$ cat src/rtl/core_boot_pkg.sv
// core_boot_pkg: shared state/cause encodings and default boot addresses for the boot sequencer.
package core_boot_pkg;
  typedef enum logic [1:0] {ST_HOLD = 2'd0, ST_ARM = 2'd1, ST_RUN = 2'd2} seq_state_e;
  typedef enum logic [1:0] {CAUSE_POR = 2'd0, CAUSE_KEY = 2'd1, CAUSE_JTAG = 2'd2, CAUSE_SW = 2'd3} reset_cause_e;
  localparam logic [31:0] DEF_BOOT_ADDR     = 32'h0000_8000;
  localparam logic [31:0] DEF_ALT_BOOT_ADDR = 32'h0000_0000;
  function automatic reset_cause_e pick_cause(input logic jtag, input logic key, input logic sw);
    return jtag ? CAUSE_JTAG : key ? CAUSE_KEY : sw ? CAUSE_SW : CAUSE_POR;
  endfunction
endpackage

$ cat src/rtl/boot_debounce.sv
// boot_debounce: 2-flop synchronizers for key/jtag/boot_sel plus a key debouncer emitting one pulse per press.
module boot_debounce #(
  parameter int DEBOUNCE_CYCLES = 50000
) (
  input  logic clk,
  input  logic rst_n,
  input  logic key_rst_n,
  input  logic jtag_reset,
  input  logic boot_sel,
  output logic key_pulse,
  output logic jtag_s,
  output logic boot_sel_s
);
  localparam int CW = $clog2(DEBOUNCE_CYCLES + 1);
  logic [2:0] sync1_q, sync2_q;
  logic [CW-1:0] cnt_q, cnt_d;
  logic stable_q, stable_d, pulse_q, pulse_d, diff, done;
  always_comb begin
    diff     = sync2_q[0] != stable_q;
    done     = diff && cnt_q == CW'(DEBOUNCE_CYCLES - 1);
    cnt_d    = (diff && !done) ? cnt_q + CW'(1) : '0;
    stable_d = done ? sync2_q[0] : stable_q;
    pulse_d  = done && !sync2_q[0];
  end
  // Reset value treats the key as released so no press is seen out of reset.
  always_ff @(posedge clk or negedge rst_n) begin
    if (!rst_n) begin
      sync1_q  <= 3'b001;
      sync2_q  <= 3'b001;
      cnt_q    <= '0;
      stable_q <= 1'b1;
      pulse_q  <= 1'b0;
    end else begin
      sync1_q  <= {boot_sel, jtag_reset, key_rst_n};
      sync2_q  <= sync1_q;
      cnt_q    <= cnt_d;
      stable_q <= stable_d;
      pulse_q  <= pulse_d;
    end
  end
  assign key_pulse  = pulse_q;
  assign jtag_s     = sync2_q[1];
  assign boot_sel_s = sync2_q[2];
endmodule

$ cat src/rtl/core_boot_sequencer.sv
// core_boot_sequencer: HOLD -> ARM -> RUN core reset/fetch sequencing with cause tracking.
// Define BOOT_SEQ_RESET_COUNT_EN to enable the saturating reset_count counter.
module core_boot_sequencer
  import core_boot_pkg::*;
#(
  parameter logic [31:0] BOOT_ADDR       = DEF_BOOT_ADDR,
  parameter logic [31:0] ALT_BOOT_ADDR   = DEF_ALT_BOOT_ADDR,
  parameter int          DEBOUNCE_CYCLES = 50000,
  parameter int          HOLD_CYCLES     = 16,
  parameter int          FETCH_DELAY     = 8
) (
  input  logic        CLK_50,
  input  logic        reset_n,
  input  logic        key_rst_n,
  input  logic        jtag_reset,
  input  logic        sw_reset_req,
  input  logic        boot_sel,
  output logic        core_reset_n,
  output logic        fetch_enable,
  output logic [31:0] boot_addr,
  output logic [1:0]  seq_state,
  output logic [1:0]  reset_cause,
  output logic [7:0]  reset_count
);
  seq_state_e   state_q, state_d;
  reset_cause_e cause_q, cause_d;
  logic [7:0]   cnt_q, cnt_d;
  logic [31:0]  addr_q, addr_d;
  logic core_rst_n_q, core_rst_n_d, fetch_q, fetch_d;
  logic key_pulse, jtag_s, boot_sel_s, req, hold_done, arm_done;
  boot_debounce #(.DEBOUNCE_CYCLES(DEBOUNCE_CYCLES)) u_debounce (
    .clk       (CLK_50),
    .rst_n     (reset_n),
    .key_rst_n (key_rst_n),
    .jtag_reset(jtag_reset),
    .boot_sel  (boot_sel),
    .key_pulse (key_pulse),
    .jtag_s    (jtag_s),
    .boot_sel_s(boot_sel_s)
  );
  always_comb begin
    req          = key_pulse | jtag_s | sw_reset_req;
    hold_done    = state_q == ST_HOLD && cnt_q == 8'(HOLD_CYCLES - 1);
    arm_done     = state_q == ST_ARM && cnt_q == 8'(FETCH_DELAY - 1);
    state_d      = req ? ST_HOLD : hold_done ? ST_ARM : arm_done ? ST_RUN : state_q;
    cnt_d        = (req || hold_done || arm_done || state_q == ST_RUN) ? 8'd0 : cnt_q + 8'd1;
    cause_d      = req ? pick_cause(jtag_s, key_pulse, sw_reset_req) : cause_q;
    addr_d       = state_q == ST_HOLD ? (boot_sel_s ? ALT_BOOT_ADDR : BOOT_ADDR) : addr_q;
    core_rst_n_d = state_d != ST_HOLD;
    fetch_d      = state_d == ST_RUN;
  end
  always_ff @(posedge CLK_50 or negedge reset_n) begin
    if (!reset_n) begin
      state_q      <= ST_HOLD;
      cnt_q        <= 8'd0;
      cause_q      <= CAUSE_POR;
      addr_q       <= BOOT_ADDR;
      core_rst_n_q <= 1'b0;
      fetch_q      <= 1'b0;
    end else begin
      state_q      <= state_d;
      cnt_q        <= cnt_d;
      cause_q      <= cause_d;
      addr_q       <= addr_d;
      core_rst_n_q <= core_rst_n_d;
      fetch_q      <= fetch_d;
    end
  end
`ifdef BOOT_SEQ_RESET_COUNT_EN
  logic [7:0] rcnt_q, rcnt_d;
  // A request that lands while already in HOLD only restarts it, so it is not a new entry.
  always_comb rcnt_d = (req && state_q != ST_HOLD && rcnt_q != 8'hff) ? rcnt_q + 8'd1 : rcnt_q;
  always_ff @(posedge CLK_50 or negedge reset_n) begin
    if (!reset_n) rcnt_q <= 8'd0;
    else          rcnt_q <= rcnt_d;
  end
  assign reset_count = rcnt_q;
`else
  assign reset_count = 8'd0;
`endif
  assign core_reset_n = core_rst_n_q;
  assign fetch_enable = fetch_q;
  assign boot_addr    = addr_q;
  assign seq_state    = state_q;
  assign reset_cause  = cause_q;
endmodule

$ cat config.mk
export PLATFORM = sky130hd
export DESIGN_NAME = core_boot_sequencer
export DESIGN_NICKNAME = d
export VERILOG_FILES = /design/src/rtl/core_boot_pkg.sv /design/src/rtl/boot_debounce.sv /design/src/rtl/core_boot_sequencer.sv
export SDC_FILE = /design/constraint.sdc
export NUM_CORES = 1
export LEC_CHECK = 0
export CELL_PAD_IN_SITES_DETAIL_PLACEMENT = 0
export CELL_PAD_IN_SITES_GLOBAL_PLACEMENT = 1
export CORE_UTILIZATION = 39
export DETAILED_ROUTE_END_ITERATION = 10
export GPL_TIMING_DRIVEN = 0
export PLACE_DENSITY_LB_ADDON = 0.1
export SLEW_MARGIN = 0
export SYNTH_ARGS = -nofsm -noshare
export SYNTH_HDL_FRONTEND = slang
export SYNTH_SLANG_ARGS = --single-unit
$ cat constraint.sdc
create_clock -name CLK_50 -period 5.22 [get_ports CLK_50]
set_input_delay 1.044 -clock CLK_50 [delete_from_list [all_inputs] [get_ports CLK_50]]
set_output_delay 1.044 -clock CLK_50 [all_outputs]
set_load 0.1 [all_outputs]
# [Yosys cells after proc, flatten, opt, wreduce, memory -nomap -nowiden]
# Cells that the tools add are included.
[word_totals] ff_bits=70 input_bits=6 output_inout_bits=46 elab_cells=43
[op_classes] add_sub_neg=2 eq_ne=7 muxes=9 bitwise=2 n_reduce_logical=12
[op_table] op="two-way mux 16 bit" count=2
[op_table] op="adder 16 x 1 -> 16 bit (second input constant)" count=1
[op_table] op="== test 16 bit (second input constant)" count=1
[op_table] op="two-way mux 2 bit" count=6
[op_table] op="adder 8 x 1 -> 8 bit (second input constant)" count=1
[op_table] op="== test 8 x 3 -> 1 bit (second input constant)" count=1
[op_table] op="== test 8 x 4 -> 1 bit (second input constant)" count=1
[op_table] op="two-way mux 8 bit" count=1
[op_table] op="logical AND 1 bit" count=5
[op_table] op="== test 2 bit (second input constant)" count=2
[op_table] op="logical OR 1 bit" count=3
[op_table] op="== test 2 x 1 -> 1 bit (second input constant)" count=1
[op_table] op="logical NOT 1 bit" count=2
[op_table] op="logical NOT 2 bit" count=1
[op_table] op="bitwise OR 1 bit" count=2
[op_table] op="nonzero test 2 bit" count=1
[op_table] op="!= test 1 bit" count=1

# [Longest topological paths before layout]
[logic_depth] ltp_word=6 depth_mapped=6 ltp_nobuf=5

# [Hierarchy]
# From an unflattened synthesis, not the netlist that was laid out.
[unflattened] cells_unflattened=195 hier_area_um2=2049.5
[modules_own_cells] module="boot_debounce" n_inst=1 cells_per_inst=90 area_each_um2=1031.0 seq_area_each_um2=604.3
[modules_own_cells] module="core_boot_sequencer" n_inst=1 cells_per_inst=105 area_each_um2=1018.5 seq_area_each_um2=376.6

# [Worst setup path after synthesis]
# No wires, ideal clock.
[synth_path] kind="reg2out" startpoint="register state_q[0] (netlist: seq_state[0])" endpoint="output seq_state[0]" arrival_time_ns=0.930 t_required_ns=4.176 path_slack_ns=3.246 stages_incl_launch_ff=1 path_buffers=0 cell_sequence="dfrtp_1"
[synth_lines] element="start, declared" line_no="core_boot_sequencer.sv:25" source="seq_state_e state_q, state_d;"
[synth_lines] element="start signal, assigned" line_no="core_boot_sequencer.sv:61" source="state_q <= state_d;"
[synth_lines] element="end, declared" line_no="core_boot_sequencer.sv:21" source="output logic [1:0] seq_state,"
# No word-level cell between the ends.

# [Worst setup path after layout]
[layout_path] startpoint="register addr_q[15] (netlist: boot_addr[15])" endpoint="output boot_addr[15]"
[layout_lines] element="start, declared" line_no="core_boot_sequencer.sv:28" source="logic [31:0] addr_q, addr_d;"
[layout_lines] element="start signal, assigned" line_no="core_boot_sequencer.sv:64" source="addr_q <= addr_d;"
[layout_lines] element="end, declared" line_no="core_boot_sequencer.sv:20" source="output logic [31:0] boot_addr,"
# No word-level cell between the ends.

==> summary.txt <==
Critical path
  • Reg-to-reg startpoint: u_debounce.cnt_q[4]
  • Worst setup EP type: primary output
  • Slowest stage delay, CP: 1120 ps
  • Worst path cell trace: clkdlybuf4s50_1
  • CP bufs+invs: 1
  • CP Launch Type: flop
  • CP arrival: 1940 ps
  • Crit-path slowest cell: clkdlybuf4s50_1
  • Reg2reg end: u_debounce.cnt_q[9]
  • Crit-path leading delay family: buffers and inverters
  • Flop2flop setup slack: 3270 ps
  • Worst R2R Path Depth: 5
  • Critical Path RT: 4180 ps
  • Critical Path Start: boot_addr[15]
  • Critical path class: flop to primary output
  • Worst-path fanout max: 2

Clock tree
  • H-Tree Depth: 2
  • Root buf cell: clkbuf_8
  • Clock buffer count from CTS: 5
  • CTS tree: done
  • Worst skew pair latency: 290 ps
  • Post-CTS Resized: 0
  • Post-CTS Setup Bufs: 0
  • Max clock buf depth: 2
  • CTS hold repair buffers: 0
  • Clock transition at path regs: 70 ps
  • Clock sink total: 39

Min path
  • Hold EP: u_debounce.sync2_q[1]
  • Hold Crit Depth: 0
  • Hold path start: u_debounce.sync1_q[1]
  • Worst Hold Class: flop to flop

Timing
  • Final Worst Setup Slack: 2240 ps
  • Fin crit share: 57.1%
  • Max Fclk: 335 MHz
  • Hold Vio Cnt, Final: 0
  • Fin crit period: 2980 ps
  • Clk_skew: 8.32 ps
  • RSZ-0062 raised after global routing: no
  • Worst-Margin Slew: 975 ps
  • Final Max Slew Viols: 0
  • Final setup vio count: 0
  • Setup tns final: 0 ps
  • Worst slew margin: 34.8%

Placed design
  • Port bufs: 12
  • Routability Congestion: 0.722
  • Setup Slack @ Placement: 2540 ps
  • # placed instances: 307
  • DPL Wire Length: 2170 um

Pwr
  • Power per standard cell area: 308 nW/um2
  • Reg power frac: 42.0%
  • Leakage: 1.15 nW
  • Int Power: 0.000492 W
  • Switching pwr: 0.000253 W
  • Gate power share: 23.3%
  • Clock power frac: 34.7%
  • Peak VDD IR: 0.146 mV
  • Design Power: 0.000745 W
  • Sw Ratio: 33.9%

Synthesis
  • Async set-or-reset flop fraction in the synthesized netlist: 100%
  • Largest area contributor in the netlist: dfrtp_1
  • Post-synth top cells: buf_4 (39), dfrtp_1 (35), nor2_1 (32), xnor2_1 (16)
  • FF+latch count, synth: 39
  • Synth cell types: 33
  • Mapped Cells: 190
  • Count leader, synth: buf_4
  • Post-synth EDFFs: 0
  • Syn Std Cell Area: 1960 um2
  • Synth area leaders: dfrtp_1 (45%), buf_4 (15%), xnor2_1 (7.1%)
  • Seq/Total Area, Yosys: 50.0%
  • Synth top area share: 44.7%
  • Ys flop type: dfrtp_1
  • Mean post-synth cell area: 10.3 um2
  • Yosys warns: 0

Die
  • Die ar.: 5320 um2
  • Initial Utilization: 41.0%
  • IO Pins: 52
  • Die extent in y: 72.9 um
  • Core Area: 4790 um2
  • FP Rows: 25
  • Die width: 72.9 um

Finish
  • Nets@finish: 255
  • Final core occ: 50.6%
  • Area of the multi-input gates: 807 um2
  • Share of post-route cells with drive strength above 1: 24.2%
  • # fillers: 439
  • Reg area: 981 um2
  • Finished Layout Cells: 315
  • # diodes: 0
  • Area Growth Syn to Fin: 23.4%

Routing
  • Via/cell ratio: 4.04
  • DRC viols: 0
  • Drt total wl: 3090 um
  • DRT Pass-1 Iters: 6
  • Vias: 1273
  • Routed wire per std cell: 9.82 um
  • Iteration-0 DRC Markers: 44
  • Routed Antenna Nets: 0

Global route
  • Largest net degree at the start of global routing: 40
  • GRT Total Usage: 13.5%
  • GRT overflow: 0
  • Antenna violations before repair: 0
  • First-pass GRT wire length: 5260 um
  • Vias in the first global route: 1141

Run
  • Max-cap violation count: 0

Run status
  • Status: finished clean
-- power groups by stage --
stage	logic [W]	registers [W]	clock network (W)
detailed placement	0.000173	0.000318	0
global placement	0.000174	0.000318	0
CTS	0.000174	0.000313	0.000269
finish	0.000174	0.000313	0.000258
global route	0.000180	0.000314	0.000284
floorplan	0.000153	0.000325	0
-- worst max path at each step --
| stage | endpoint | slack, ps | cells after the start |
|---|---|---|---|
| after floorplan | seq_state[0] | 3250 | 0 |
| after global routing | boot_addr[15] | 2190 | 1 |
| final | boot_addr[15] | 2240 | 1 |
| after global placement | u_debounce.cnt_q[11] | 2160 | 1 |
| after detailed placement | boot_addr[15] | 2540 | 1 |
| after CTS | boot_addr[15] | 2220 | 1 |
-- final cells by class --
| type | instances | area share [%] |
|---|---|---|
| clock inverter | 2 | 1.45 |
| buffer | 40 | 12.6 |
| multi-input combinational | 146 | 33.4 |
| tap | 67 | 3.46 |
| inverter | 3 | 0.465 |
| clock buffer | 6 | 3.41 |
| sequential | 39 | 40.5 |
| timing repair buffer | 12 | 4.76 |
-- cells by family after synthesis --
kind of cell,Yosys count,share of synthesized area [%]
buffers and inverters,43,16.1
adders and majority gates,2,1.28
xor gates and xnor gates,21,9.38
and+or+nand+nor,76,19.8
AOI/OAI and AO/OA,6,1.91
DFF,39,50.0
muxes,2,1.28
other,1,0.191
-- routing by layer --
layer,GRT usage (%),share of wire (%),vias up
li1,-,-,676
met1,16.9,48,562
met2,20.7,46,31
met3,5.80,4.4,4
met4,5.23,1.6,0
met5,0,0,-
-- through the flow --
step	hold WS (ps)	area [um2]
floorplan	331	2100
global placement	335	2310
detailed placement	345	2300
CTS	358	2420
global route	367	2420
finish	356	2420
-- registers in the layout, indices dropped and copies added (netlist names), 2 cells and up --
register            cells
u_debounce.cnt_q       16
cnt_q                   8
u_debounce.sync1_q      3
u_debounce.sync2_q      3
reset_cause             2
seq_state               2
-- layout by cell type, fill, tap and decap left out, drive strengths merged, types with 4 or more instances in the layout --
master / instances
clkdlybuf4s50: 11
xor2: 5
dfstp: 4
xnor2: 16
conb: 39
nand3: 8
nand2: 9
nor3: 7
dfrtp: 35
buf: 41
nor2: 32
nor4: 6
clkbuf: 6
Note: power is estimated with default switching activity, not from simulation.
